### src/rtl/rmw_multi_tag.sv
// rmw_multi_tag: read-modify-write engine with a tagged lookup table.
// Commands (ADDI/SUBI) allocate a tag, issue a lookup, and combine the
// out-of-order response with the stored immediate; MOVI writes back directly.
// Optional macro RMW_MULTI_TAG_SAT_EN: unsigned saturating ADDI/SUBI
// (default build wraps modulo 2^WORD_W).
module rmw_multi_tag #(
  parameter int ID_W        = 16,
  parameter int WORD_W      = 32,
  parameter int IN_FLIGHT_N = 16,
  localparam int TAG_W      = $clog2(IN_FLIGHT_N)
) (
  input  logic              clk,
  input  logic              rst,
  input  logic              in_vld,
  input  logic [ID_W-1:0]   in_id,
  input  logic [WORD_W-1:0] in_imm,
  input  logic [1:0]        in_op,
  output logic              in_accept,
  output logic              lk_vld,
  output logic [ID_W-1:0]   lk_id,
  output logic [TAG_W-1:0]  lk_tag,
  input  logic              lk_rdy,
  input  logic              rsp_vld,
  input  logic [TAG_W-1:0]  rsp_tag,
  input  logic [WORD_W-1:0] rsp_dat,
  output logic              wr_vld,
  output logic [ID_W-1:0]   wr_id,
  output logic [WORD_W-1:0] wr_dat,
  output logic [TAG_W:0]    inflight_cnt,
  output logic              err_tag
);

  localparam logic [1:0] OP_NOP  = 2'b00;
  localparam logic [1:0] OP_ADDI = 2'b01;
  localparam logic [1:0] OP_SUBI = 2'b10;
  localparam logic [1:0] OP_MOVI = 2'b11;

  logic [IN_FLIGHT_N-1:0] ent_vld;
  logic [IN_FLIGHT_N-1:0] ent_sub;
  logic [ID_W-1:0]        ent_id  [IN_FLIGHT_N];
  logic [WORD_W-1:0]      ent_imm [IN_FLIGHT_N];

  logic              hazard;
  logic              free_found;
  logic [TAG_W-1:0]  free_tag;
  logic              is_arith;
  logic              alloc;
  logic              movi_acc;
  logic              rsp_hit;
  logic [WORD_W-1:0] rsp_imm;
  logic              rsp_sub;
  logic [WORD_W-1:0] rsp_result;

  // Id hazard against every live entry and lowest-index free tag search
  always_comb begin
    hazard     = 1'b0;
    free_found = 1'b0;
    free_tag   = '0;
    for (int i = IN_FLIGHT_N - 1; i >= 0; i--) begin
      if (ent_vld[i] && (ent_id[i] == in_id)) hazard = 1'b1;
      if (!ent_vld[i]) begin
        free_found = 1'b1;
        free_tag   = TAG_W'(i);
      end
    end
  end

  assign is_arith = (in_op == OP_ADDI) || (in_op == OP_SUBI);

  // Command acceptance per opcode; nothing is consumed while in reset
  always_comb begin
    in_accept = 1'b0;
    if (!rst && in_vld) begin
      case (in_op)
        OP_NOP:          in_accept = 1'b1;
        OP_ADDI, OP_SUBI: in_accept = free_found && !hazard && lk_rdy;
        OP_MOVI:         in_accept = !hazard && !rsp_vld;
        default:         in_accept = 1'b0;
      endcase
    end
  end

  assign lk_vld   = in_accept && is_arith;
  assign lk_id    = in_id;
  assign lk_tag   = free_tag;
  assign alloc    = lk_vld;
  assign movi_acc = in_accept && (in_op == OP_MOVI);

  assign rsp_hit = rsp_vld && ent_vld[rsp_tag];
  assign rsp_imm = ent_imm[rsp_tag];
  assign rsp_sub = ent_sub[rsp_tag];

`ifdef RMW_MULTI_TAG_SAT_EN
  logic [WORD_W:0] sum_ext;
  logic [WORD_W:0] diff_ext;
  assign sum_ext  = {1'b0, rsp_dat} + {1'b0, rsp_imm};
  assign diff_ext = {1'b0, rsp_dat} - {1'b0, rsp_imm};

  // Saturating combine: carry clamps to all-ones, borrow clamps to zero
  always_comb begin
    if (rsp_sub) rsp_result = diff_ext[WORD_W] ? '0 : diff_ext[WORD_W-1:0];
    else         rsp_result = sum_ext[WORD_W]  ? '1 : sum_ext[WORD_W-1:0];
  end
`else
  // Wrapping combine of lookup data with the stored immediate
  always_comb begin
    if (rsp_sub) rsp_result = rsp_dat - rsp_imm;
    else         rsp_result = rsp_dat + rsp_imm;
  end
`endif

  // Valid bits, occupancy count and the single writeback slot (response wins)
  always_ff @(posedge clk or posedge rst) begin
    if (rst) begin
      ent_vld      <= '0;
      inflight_cnt <= '0;
      wr_vld       <= 1'b0;
      wr_id        <= '0;
      wr_dat       <= '0;
      err_tag      <= 1'b0;
    end else begin
      err_tag <= rsp_vld && !ent_vld[rsp_tag];
      if (rsp_hit) begin
        wr_vld <= 1'b1;
        wr_id  <= ent_id[rsp_tag];
        wr_dat <= rsp_result;
      end else if (movi_acc) begin
        wr_vld <= 1'b1;
        wr_id  <= in_id;
        wr_dat <= in_imm;
      end else begin
        wr_vld <= 1'b0;
      end
      if (rsp_hit) ent_vld[rsp_tag] <= 1'b0;
      if (alloc)   ent_vld[free_tag] <= 1'b1;
      case ({alloc, rsp_hit})
        2'b10:   inflight_cnt <= inflight_cnt + (TAG_W+1)'(1);
        2'b01:   inflight_cnt <= inflight_cnt - (TAG_W+1)'(1);
        default: inflight_cnt <= inflight_cnt;
      endcase
    end
  end

  // Entry payload captured on allocation; only meaningful while valid
  always_ff @(posedge clk) begin
    if (alloc) begin
      ent_id[free_tag]  <= in_id;
      ent_imm[free_tag] <= in_imm;
      ent_sub[free_tag] <= (in_op == OP_SUBI);
    end
  end

endmodule

### config.mk
export PLATFORM = sky130hd
export DESIGN_NAME = rmw_multi_tag
export DESIGN_NICKNAME = d
export VERILOG_FILES = /design/src/rtl/rmw_multi_tag.sv
export SDC_FILE = /design/constraint.sdc
export NUM_CORES = 1
export LEC_CHECK = 0
export CORE_MARGIN = 5
export CORE_UTILIZATION = 45
export DETAILED_ROUTE_END_ITERATION = 8
export PLACE_DENSITY_LB_ADDON = 0.3
export SYNTH_ARGS = -nofsm -noshare
export SYNTH_HDL_FRONTEND = slang
export SYNTH_SLANG_ARGS = --single-unit
### constraint.sdc
create_clock -name clk -period 9.27 [get_ports clk]
set_input_delay 0.927 -clock clk [delete_from_list [all_inputs] [get_ports clk]]
set_output_delay 0.927 -clock clk [all_outputs]
set_load 0.005 [all_outputs]
==> results of run 1 <==
how the worst max path moves through the flow:
stage                    start                       to  cells after the start
finish              rsp_tag[0]   wr_dat[25]$_DFFE_PP0P_                     19
global route        rsp_tag[0]   wr_dat[30]$_DFFE_PP0P_                     18
CTS                 rsp_tag[0]   wr_dat[30]$_DFFE_PP0P_                     21
detailed placement  rsp_tag[0]   wr_dat[25]$_DFFE_PP0P_                     21
global placement    rsp_tag[0]   wr_dat[25]$_DFFE_PP0P_                     21
floorplan                  rst  ent_id[12][0]$_DFFE_PP_                      5
cell type report:
class	instances	area (um^2)	share of cell area, %
timing repair buffer	225	2160	4.85
antenna	3	7.51	0.0169
multi-input combinational	1190	12400	27.8
clock buffer	124	2510	5.65
sequential	855	25300	56.9
clock inverter	43	563	1.27
tap	1144	1430	3.22
inverter	28	108	0.242
registers in the layout, summed over array words and instances, names as in the netlist:
| name | cells |
|---|---|
| ent_id | 256 |
| ent_imm | 512 |
| ent_sub | 16 |
| ent_vld | 16 |
| err_tag | 1 |
| inflight_cnt | 5 |
| wr_dat | 32 |
| wr_id | 16 |
| wr_vld | 1 |
cells in the mapped netlist, drive strengths merged (2+ instances only):
| library cell | count | area (um^2) |
|---|---|---|
| a211oi | 3 | 22.5 |
| buf | 79 | 515 |
| edfxtp | 784 | 23500 |
| o31ai | 5 | 37.5 |
| fa | 2 | 40.0 |
| a31oi | 3 | 18.8 |
| nand3b | 2 | 15.0 |
| a221oi | 5 | 56.3 |
| mux2i | 57 | 571 |
| o211ai | 3 | 22.5 |
| nand4 | 31 | 194 |
| o32ai | 3 | 26.3 |
| a41oi | 7 | 61.3 |
| nor2b | 7 | 43.8 |
| xnor2 | 114 | 998 |
| ha | 39 | 488 |
| xor2 | 205 | 1800 |
| and2 | 3 | 18.8 |
| nor4 | 50 | 328 |
| dfrtp | 71 | 1780 |
| a22oi | 28 | 210 |
| nand2 | 56 | 210 |
| o21bai | 4 | 30.0 |
| a221o | 2 | 20.0 |
| nor2 | 81 | 304 |
| a22o | 4 | 35.0 |
| or2 | 3 | 18.8 |
| a21o | 23 | 173 |
| inv | 28 | 105 |
| nor3b | 3 | 22.5 |
| or3 | 5 | 41.3 |
| nor3 | 25 | 130 |
| and3 | 7 | 43.8 |
| mux4 | 232 | 5290 |
| o22ai | 4 | 25.0 |
| clkbuf | 52 | 195 |
| nand2b | 5 | 31.3 |
| nand3 | 19 | 95.1 |
| a311oi | 2 | 17.5 |
| a21oi | 69 | 345 |
| a21boi | 3 | 22.5 |
| o21ai | 63 | 315 |
metrics by stage:
stage | total power [mW] | cells | util [%] | setup WS [ns]
after CTS | 9.77 | 3609 | 52.4 | 2.98
after global routing | 10.1 | 3611 | 52.4 | 2.37
after global placement | 6.05 | 3442 | 48.8 | 2.36
final | 9.71 | 3612 | 52.4 | 2.90
after floorplan | 5.32 | 2204 | - | 3.18
after detailed placement | 6.07 | 3442 | 48.8 | 2.33
metal layers:
layer	vias up	track usage, %	part of all wire, %
met1	11358	31.9	40
met3	149	4.32	7.7
met4	6	7.42	3.0
li1	9146	-	-
met2	968	39.5	50
met5	-	0	0.043
power breakdown:
| part | internal (mW) | switching [mW] |
|---|---|---|
| combinational | 0.672 | 0.800 |
| sequential | 4.37 | 0.144 |
| clock | 2.19 | 1.53 |
kinds of logic (layout without fill, tap and decap cells):
group / Yosys count / count (layout) / share of synthesized area [%]
mux: 289 / 289 / 15.3
simple gates: 301 / 301 / 4.03
fa+ha+maj: 41 / 41 / 1.38
other cells: 0 / 3 / 0
buf+inv: 159 / 420 / 2.13
xor+xnor: 319 / 319 / 7.28
flops: 855 / 855 / 66.0
compound gates: 240 / 240 / 3.96
==> results.md, run 1 <==
- Status: complete, no violations
- Die area: 0.0912 mm^2
- Max Freq: 0.157 GHz
- TritonRoute pass-1 iters: 5
- Starting density of the core: 45.2%
- Worst R2R End: wr_dat[25]$_DFFE_PP0P_
- Critical path's top delay family: simple AND/OR/NAND/NOR gates
- Clock Sinks: 855
- DR vias: 21627
- DR WL/cell: 30.0 um
- Setup repair after global routing missed its margin: no
- Worst-Skew Late Latency: 0.67 ns
- Boundary Pins: 168
- Min Clock Period, post-route: 6.37 ns
- Detailed-route DRC error count: 0
- H-tree lvl count: 3
- Worst Path Arrival: 6.88 ns
- Setup TNS Final: 0 ns
- FF+latch count, synth: 855
- Port Buffers: 167
- Worst-path fanout max: 56
- Worst Setup Path Type: in -> reg
- # setup viols final: 0
- CTS clk-pin slew, worst paths: 0.07 ns
- Hold Vio Cnt, Final: 0
- DP HPWL: 70000 um
- Synthesis-to-layout area growth: 15.9%
- Hold Path Origin: inflight_cnt[4]$_DFFE_PP0P_
- Share of layout cells above drive strength 1: 18.4%
- Synth Instances: 2204
- Hold_buf cts: 0
- Critical-path top delay cell: nor4_1
- FF-to-FF setup slack: 3.45 ns
- Final instance area: 0.0445 mm^2
- Cell Area, Synth: 0.0384 mm^2
- Clock root buffer: clkbuf_16
- Die width: 302 um
- Core Box Area: 0.0849 mm^2
- Hold Crit Class: reg -> reg
- Cells along the critical path: buf_8 > mux4_1 > a22oi_1 > nand2_1 > nor4_1 > or3b_2 > nor4_1 > nand2_1 > o31ai_1 > xnor2_1 > ha_1 > a21o_1 > a21o_1 > a211oi_1 > inv_1 > o311a_1 > or3_1 > nand3_1 > o21ai_0
- Final #Nets: 2522
- Top FF cell, synth: edfxtp_1
- Leak: 14.6 nW
- Drt total wl: 108000 um
- GP Congestion: 0.910
- Hold Path Depth: 1
- Die height: 302 um
- Row count: 107
- CP peak stage delay: 0.69 ns
- Syn. warnings: 0
- Placed cell areas: 0.0414 mm^2
- Synth unique cells: 66
- Asr flop ratio synth: 8.30%
- Setup bufs post-CTS: 0
- Vias/cell: 5.99
- ANT nets after route: 0
- Register area share after synthesis: 66.0%
- Worst-Margin Slew: 1.14 ns
- Total CTS buffers: 90
- Final hold slack: 0.492 ns
- Gr usage total: 23.6%
- Syn_area_per_cell: 17.4 um^2
- Commonest non-fill, non-tap cell in the layout: edfxtp_1
- Crit path buffers/inverters: 2
- Hold Path Sink: inflight_cnt[4]$_DFFE_PP0P_
- TritonCTS clock tree: done
- Commonest non-fill, non-tap cells in the layout: 784 x edfxtp_1, 216 x mux4_2, 205 x xor2_1
- Clock skew: 0.0484 ns
- Initial antenna violation count: 7
- Total gr overflow: 0
- Period utilisation layout: 68.7%
- Max-slew violations: 0
- CP Capture Type: register
- Largest net degree at the start of global routing: 74
- Max-cap viol count: 0
- Vias in the first global route: 22030
- Syn nets: 2336
- EDFF count, synth: 784
- Worst-case reg-to-reg path depth: 18
- PD cells: 218 mW/mm^2
- Rel. slew slack: 23.3%
- R2R Path Start: ent_imm[9][4]$_DFFE_PP_
- Filler instances: 6834
- CTS Buffer Depth: 3
- Max IR drop VDD: 0.000159 V
- Critical path startpoint category: primary input
- Req. time, crit path: 9.78 ns
- Iter 0 DRT Violations: 2414
- Global-route wire length before repair: 156000 um
- Post-cts sizing count: 0
Power figures use the tool's default switching activity.
==> run 2: changes to the inputs <==
clock period = 5.4 ns   (was 9.27 ns; I/O delays follow)
==> results.md, run 2 (synthesis gave the netlist of run 1 again) <==
- Status: complete, no violations (unchanged)
- Largest net degree at the start of global routing: 45 (was 74)
- Worst-Skew Late Latency: 0.65 ns (was 0.67 ns)
- Total gr overflow: 0 (unchanged)
- Max-slew violations: 0 (unchanged)
- Boundary Pins: 168 (unchanged)
- Placed cell areas: 0.0430 mm^2 (was 0.0414 mm^2)
- DR vias: 22317 (was 21627)
- Largest register FFs: 512 (unchanged)
- ANT nets after route: 0 (unchanged)
- Req. time, crit path: 5.89 ns (was 9.78 ns)
- Synthesis-to-layout area growth: 19.9% (was 15.9%)
- Port Buffers: 167 (unchanged)
- Share of layout cells above drive strength 1: 23.0% (was 18.4%)
- Detailed-route DRC error count: 0 (unchanged)
- Vias/cell: 5.93 (was 5.99)
- Leak: 15.4 nW (was 14.6 nW)
- Max-cap viol count: 0 (unchanged)
- Top reg by flops: ent_imm (unchanged)
- Clock Sinks: 855 (unchanged)
- Rel. slew slack: 47.4% (was 23.3%)
- Critical path startpoint category: primary input (unchanged)
- Min Clock Period, post-route: 5.21 ns
- CTS clk-pin slew, worst paths: 0.06 ns (was 0.07 ns)
- Die height: 302 um (unchanged)
- Iter 0 DRT Violations: 2304 (was 2414)
- Final #Nets: 2674 (was 2522)
- Setup bufs post-CTS: 0 (unchanged)
- Commonest non-fill, non-tap cells in the layout: 784 x edfxtp_1, 216 x mux4_2, 205 x xor2_1 (unchanged)
- Worst-path fanout max: 11 (was 56)
- Starting density of the core: 45.2% (unchanged)
- TritonCTS clock tree: done (unchanged)
- FF-to-FF setup slack: 0.24 ns (was 3.45 ns)
- Worst-case reg-to-reg path depth: 22 (was 18)
- Die area: 0.0912 mm^2 (unchanged)
- Clock skew: 0.0310 ns (was 0.0484 ns)
- PD cells: 367 mW/mm^2 (was 218 mW/mm^2)
- Total CTS buffers: 89 (was 90)
- Vias in the first global route: 22890 (was 22030)
- Initial antenna violation count: 6 (was 7)
- Die width: 302 um (unchanged)
- Overall power: 16.9 mW (was 9.71 mW)
- Worst-Margin Slew: 0.789 ns (was 1.14 ns)
- Setup TNS Final: 0 ns (unchanged)
- CP Capture Type: register (unchanged)
- Commonest non-fill, non-tap cell in the layout: edfxtp_1 (unchanged)
- Final core occ: 54.2% (was 52.4%)
- Hold Crit Class: in -> reg (was reg -> reg)
- Drt total wl: 108000 um (about the same)
- Row count: 107 (unchanged)
- GP Congestion: 0.889 (was 0.910)
- Max Freq: 0.192 GHz
- Worst R2R End: wr_dat[27]$_DFFE_PP0P_ (was wr_dat[25]$_DFFE_PP0P_)
- Period utilisation layout: 96.4%
- CP startpoint: rsp_tag[3] (was rsp_tag[0])
- Worst Path Arrival: 5.69 ns (was 6.88 ns)
- Global-route wire length before repair: 157000 um (was 156000 um)
- CTS Buffer Depth: 3 (unchanged)
- Post-cts sizing count: 0 (unchanged)
- R2R Path Start: ent_imm[12][4]$_DFFE_PP_ (was ent_imm[9][4]$_DFFE_PP_)
- H-tree lvl count: 3 (unchanged)
- DP HPWL: 70200 um (was 70000 um)
- Worst Setup Path Type: in -> reg (unchanged)
- Max IR drop VDD: 0.000270 V (was 0.000159 V)
- Hold_buf cts: 0 (unchanged)
- CP Capture Point: wr_dat[15]$_DFFE_PP0P_ (was wr_dat[25]$_DFFE_PP0P_)
- Setup repair after global routing missed its margin: no (unchanged)
- # setup viols final: 0 (unchanged)
- TritonRoute pass-1 iters: 8 (was 5)
- Clock root buffer: clkbuf_16 (unchanged)
- Final instance area: 0.0460 mm^2 (was 0.0445 mm^2)
- DR WL/cell: 28.7 um (was 30.0 um)
- Hold Vio Cnt, Final: 0 (unchanged)
- Gr usage total: 23.6% (about the same)
- Core Box Area: 0.0849 mm^2 (unchanged)
- Biggest regs: ent_imm (512), ent_id (256), wr_dat (32) (unchanged)
==> run 2: changes by cell type in the layout (fill, tap and decap cells not counted), moves of 5 or more <==
cell,change
buf_4,+119
buf_12,+33
clkbuf_8,-7
clkbuf_1,+5
==> run 2: worst min path at each step <==
stage	start	end	cells after the start
after floorplan	inflight_cnt[4]$_DFFE_PP0P_	inflight_cnt[4]$_DFFE_PP0P_	1
after global placement	inflight_cnt[4]$_DFFE_PP0P_	inflight_cnt[4]$_DFFE_PP0P_	1
after detailed placement	inflight_cnt[4]$_DFFE_PP0P_	inflight_cnt[4]$_DFFE_PP0P_	1
after CTS	in_id[13]	ent_id[8][13]$_DFFE_PP_	1
after global routing	in_id[13]	ent_id[11][13]$_DFFE_PP_	1
final	in_id[13]	ent_id[11][13]$_DFFE_PP_	1
==> run 2: where the power goes <==
part	leakage, nW	internal (mW)	total, mW	switching (mW)
registers	7.90	7.51	7.75	0.240
logic	6.06	1.37	2.80	1.43
clock network	1.48	3.80	6.36	2.56
==> run 2: stage by stage <==
step	cells	setup WS [ns]	hold slack, ns
after global placement	3595	-0.253	0.461
after floorplan	2204	-0.301	0.465
after detailed placement	3595	-0.381	0.461
after global routing	3762	0.0338	0.324
after CTS	3762	0.0674	0.311
final	3763	0.194	0.350
==> run 2: critical path: stages <==
cell and delay (ns):
buf_2 0.27, nor2b_2 0.67, buf_4 0.38, a22oi_1 0.12, nand2_1 0.13, inv_1 0.05, ha_1 0.20, nand3_1 0.27
buf_4 0.18, nor2_1 0.04, nor2_1 0.12, xnor2_1 0.14, ha_1 0.28, a21o_1 0.18, a21oi_1 0.16, nor2b_1 0.08
a311oi_1 0.49, buf_4 0.25, o31ai_1 0.08, a21o_1 0.21, and4_1 0.21, nor4_1 0.40, buf_4 0.19, a21oi_1 0.03
==> run 2: routing by layer <==
metal / wire length [um] / up-vias / global-route usage, %
li1: - / 9432 / -
met1: 44900 / 11718 / 33.9
met2: 52000 / 1018 / 38.1
met3: 8670 / 141 / 4.24
met4: 2360 / 8 / 5.46
met5: 48 / - / 0
==> run 2: final cells by class <==
cell class	instances	area, um^2
fill	6707	38800
sequential	855	25300
multi-input combinational	1190	12400
timing repair buffer	378	3720
clock buffer	122	2430
tap	1144	1430
clock inverter	45	603
inverter	28	108
antenna	1	2.50
==> run 3: changes to the inputs <==
CORE_MARGIN = unset   (was 5)
==> results.md, run 3 (synthesis gave the netlist of run 1 again) <==
- Status: complete, no violations (unchanged)
- Most used routing layer: met2 (unchanged)
- Final #Nets: 2654 (was 2674)
- Synthesis-to-layout area growth: 18.9% (was 19.9%)
- CTS clk-pin slew, worst paths: 0.06 ns (about the same)
- GP Congestion: 0.912 (was 0.889)
- Initial antenna violation count: 3 (was 6)
- TritonCTS clock tree: done (unchanged)
- Final instance area: 0.0456 mm^2 (was 0.0460 mm^2)
- Die area: 0.0865 mm^2 (was 0.0912 mm^2)
- Clock skew: 0.0269 ns (was 0.0310 ns)
- Clock root buffer: clkbuf_16 (unchanged)
- Combinational share of power: 16.5% (about the same)
- Top reg by flops: ent_imm (unchanged)
- PD cells: 364 mW/mm^2 (was 367 mW/mm^2)
- Final non-filler cell total: 3731 (was 3763)
- Max Freq: 0.190 GHz (was 0.192 GHz)
- Largest net degree at the start of global routing: 65 (was 45)
- Detailed-route DRC error count: 0 (unchanged)
- NetSw: 4.27 mW (was 4.23 mW)
- Commonest non-fill, non-tap cells in the layout: 784 x edfxtp_1, 216 x mux4_2, 205 x xor2_1 (unchanged)
- Req. time, crit path: 5.92 ns (was 5.89 ns)
- Total CTS buffers: 91 (was 89)
- Placed cell areas: 0.0427 mm^2 (was 0.0430 mm^2)
- Hold_buf cts: 0 (unchanged)
- Total gr overflow: 0 (unchanged)
- Min Clock Period, post-route: 5.26 ns (was 5.21 ns)
- Critical-path top delay cell: or3b_2 (was nor2b_2)
- Switching share of power: 25.7% (was 25.0%)
- Placement Setup Slack: -0.630 ns (was -0.381 ns)
- Met1 Use GR: 34.9% (was 33.9%)
- Worst Path Arrival: 5.77 ns (was 5.69 ns)
- Placed Instances: 3563 (was 3595)
- Clock share of power: 36.8% (was 37.6%)
- Final setup margin: 0.144 ns (was 0.194 ns)
- Drt total wl: 105000 um (was 108000 um)
- ANT nets after route: 0 (unchanged)
- Max-cap viol count: 0 (unchanged)
- Commonest non-fill, non-tap cell in the layout: edfxtp_1 (unchanged)
- Worst-path fanout max: 5 (was 11)
- CTS Buffer Depth: 3 (unchanged)
- Critical path's top delay family: simple AND/OR/NAND/NOR gates (unchanged)
- Met2 usage: 39.8% (was 38.1%)
- Boundary Pins: 168 (unchanged)
- Die width: 294 um (was 302 um)
- Worst Setup Path Type: reg -> reg (was in -> reg)
- DP HPWL: 68800 um (was 70200 um)
- Critical path startpoint category: register (was primary input)
- Max IR drop VDD: 0.000227 V (was 0.000270 V)
- Met3 Usage GRT: 4.09% (was 4.24%)
- Share of layout cells above drive strength 1: 22.3% (was 23.0%)
- Cells along the critical path: mux4_1 > a22oi_1 > nand2_1 > nor4_4 > buf_4 > or3b_2 > nor4_4 > buf_4 > nand2_1 > o31ai_1 > xnor2_1 > ha_1 > buf_4 > a21o_1 > a21o_1 > nor3_1 > o211ai_1 > a41oi_1 > o21ai_0 > xnor2_1 > mux2i_1 (was buf_2 > nor2b_2 > buf_4 > a22oi_1 > nand2_1 > inv_1 > ha_1 > nand3_1 > buf_4 > nor2_1 > nor2_1 > xnor2_1 > ha_1 > a21o_1 > a21oi_1 > nor2b_1 > a311oi_1 > buf_4 > o31ai_1 > a21o_1 > and4_1 > nor4_1 > buf_4 > a21oi_1)
- Worst-Skew Late Latency: 0.66 ns (was 0.65 ns)
- DR vias: 22003 (was 22317)
- Hold Crit Class: in -> reg (unchanged)
- Final core occ: 54.3% (was 54.2%)
- Vias in the first global route: 22473 (was 22890)
- Filler instances: 6613 (was 6707)
- # setup viols final: 0 (unchanged)
- CP Capture Type: register (unchanged)
- Rel. slew slack: 23.1% (was 47.4%)
- Reg power frac: 46.7% (was 45.8%)
- Internal power: 12.4 mW (was 12.7 mW)
- Period utilisation layout: 97.3% (was 96.4%)
- TritonRoute pass-1 iters: 5 (was 8)
- Max-slew violations: 0 (unchanged)
- Iter 0 DRT Violations: 2335 (was 2304)
- Crit path buffers/inverters: 3 (was 6)
- H-tree lvl count: 3 (unchanged)
- DR WL/cell: 28.2 um (was 28.7 um)
- Setup TNS Final: 0 ns (unchanged)
- Worst-Margin Slew: 1.15 ns (was 0.789 ns)
- Core Box Area: 0.0841 mm^2 (was 0.0849 mm^2)
- Largest register FFs: 512 (unchanged)
- Clock Sinks: 855 (unchanged)
- Starting density of the core: 45.6% (was 45.2%)
- Row count: 106 (was 107)
- Biggest regs: ent_imm (512), ent_id (256), wr_dat (32) (unchanged)
- Hold Vio Cnt, Final: 0 (unchanged)
- CP peak stage delay: 0.54 ns (was 0.67 ns)
- Die height: 294 um (was 302 um)
- Leak: 15.2 nW (was 15.4 nW)
- Gr usage total: 24.5% (was 23.6%)
- Global-route wire length before repair: 154000 um (was 157000 um)
- Port Buffers: 167 (unchanged)
- Vias/cell: 5.90 (was 5.93)
- CP dominant cell by count: buf_4 (unchanged)
-- run 3: final timing paths --
| kind | start | end | slack, ns | cells past startpoint |
|---|---|---|---|---|
| setup / recovery | ent_imm[10][4]$_DFFE_PP_ | wr_dat[30]$_DFFE_PP0P_ | 0.14 | 21 |
| hold / removal | in_id[13] | ent_id[6][13]$_DFFE_PP_ | 0.39 | 1 |
| setup reg to reg | ent_imm[10][4]$_DFFE_PP_ | wr_dat[30]$_DFFE_PP0P_ | 0.14 | 21 |
| hold reg to reg | inflight_cnt[4]$_DFFE_PP0P_ | inflight_cnt[4]$_DFFE_PP0P_ | 0.47 | 1 |
| max in group asynchronous | rst | wr_id[6]$_DFFE_PP0P_ | 3.74 | 4 |
| min in group asynchronous | rst | wr_id[14]$_DFFE_PP0P_ | 0.49 | 3 |
-- run 3: metrics by stage --
step	hold WS [ns]	total power, mW
floorplan	0.465	9.14
global placement	0.457	10.6
detailed placement	0.468	10.6
CTS	0.359	16.7
global route	0.377	17.2
finish	0.393	16.6
-- run 3: power groups by stage --
| stage | clock, mW | sequential, mW | combinational [mW] |
|---|---|---|---|
| 6_report | 6.12 | 7.77 | 2.74 |
| 5_1_grt | 6.46 | 7.80 | 2.95 |
| 4_1_cts | 6.20 | 7.78 | 2.74 |
| 3_5_place_dp | 0 | 7.91 | 2.73 |
| 3_3_place_gp | 0 | 7.90 | 2.70 |
| 2_1_floorplan | 0 | 7.80 | 1.34 |
-- run 3: metal layers --
| metal | routed length [um] | part of all wire (%) | up-vias |
|---|---|---|---|
| li1 | - | - | 9394 |
| met1 | 43900 | 42 | 11534 |
| met2 | 51100 | 49 | 949 |
| met3 | 8140 | 7.7 | 124 |
| met4 | 2040 | 1.9 | 2 |
| met5 | 17 | 0.016 | - |
-- run 3: final cells by class --
type | instances | area [um^2] | share of cell area [%]
Antenna cell | 1 | 2.50 | 0.00548
Clock buffer | 113 | 2420 | 5.30
Clock inverter | 54 | 482 | 1.06
Inverter | 28 | 108 | 0.236
Multi-Input combinational cell | 1190 | 12400 | 27.2
Sequential cell | 855 | 25300 | 55.5
Tap cell | 1134 | 1420 | 3.11
Timing Repair Buffer | 356 | 3470 | 7.60
-- run 3: repair_timing --
item	CTS	global route
buffers inserted	0	0
resized for setup	1	5
endpoints found under the setup margin	7	8
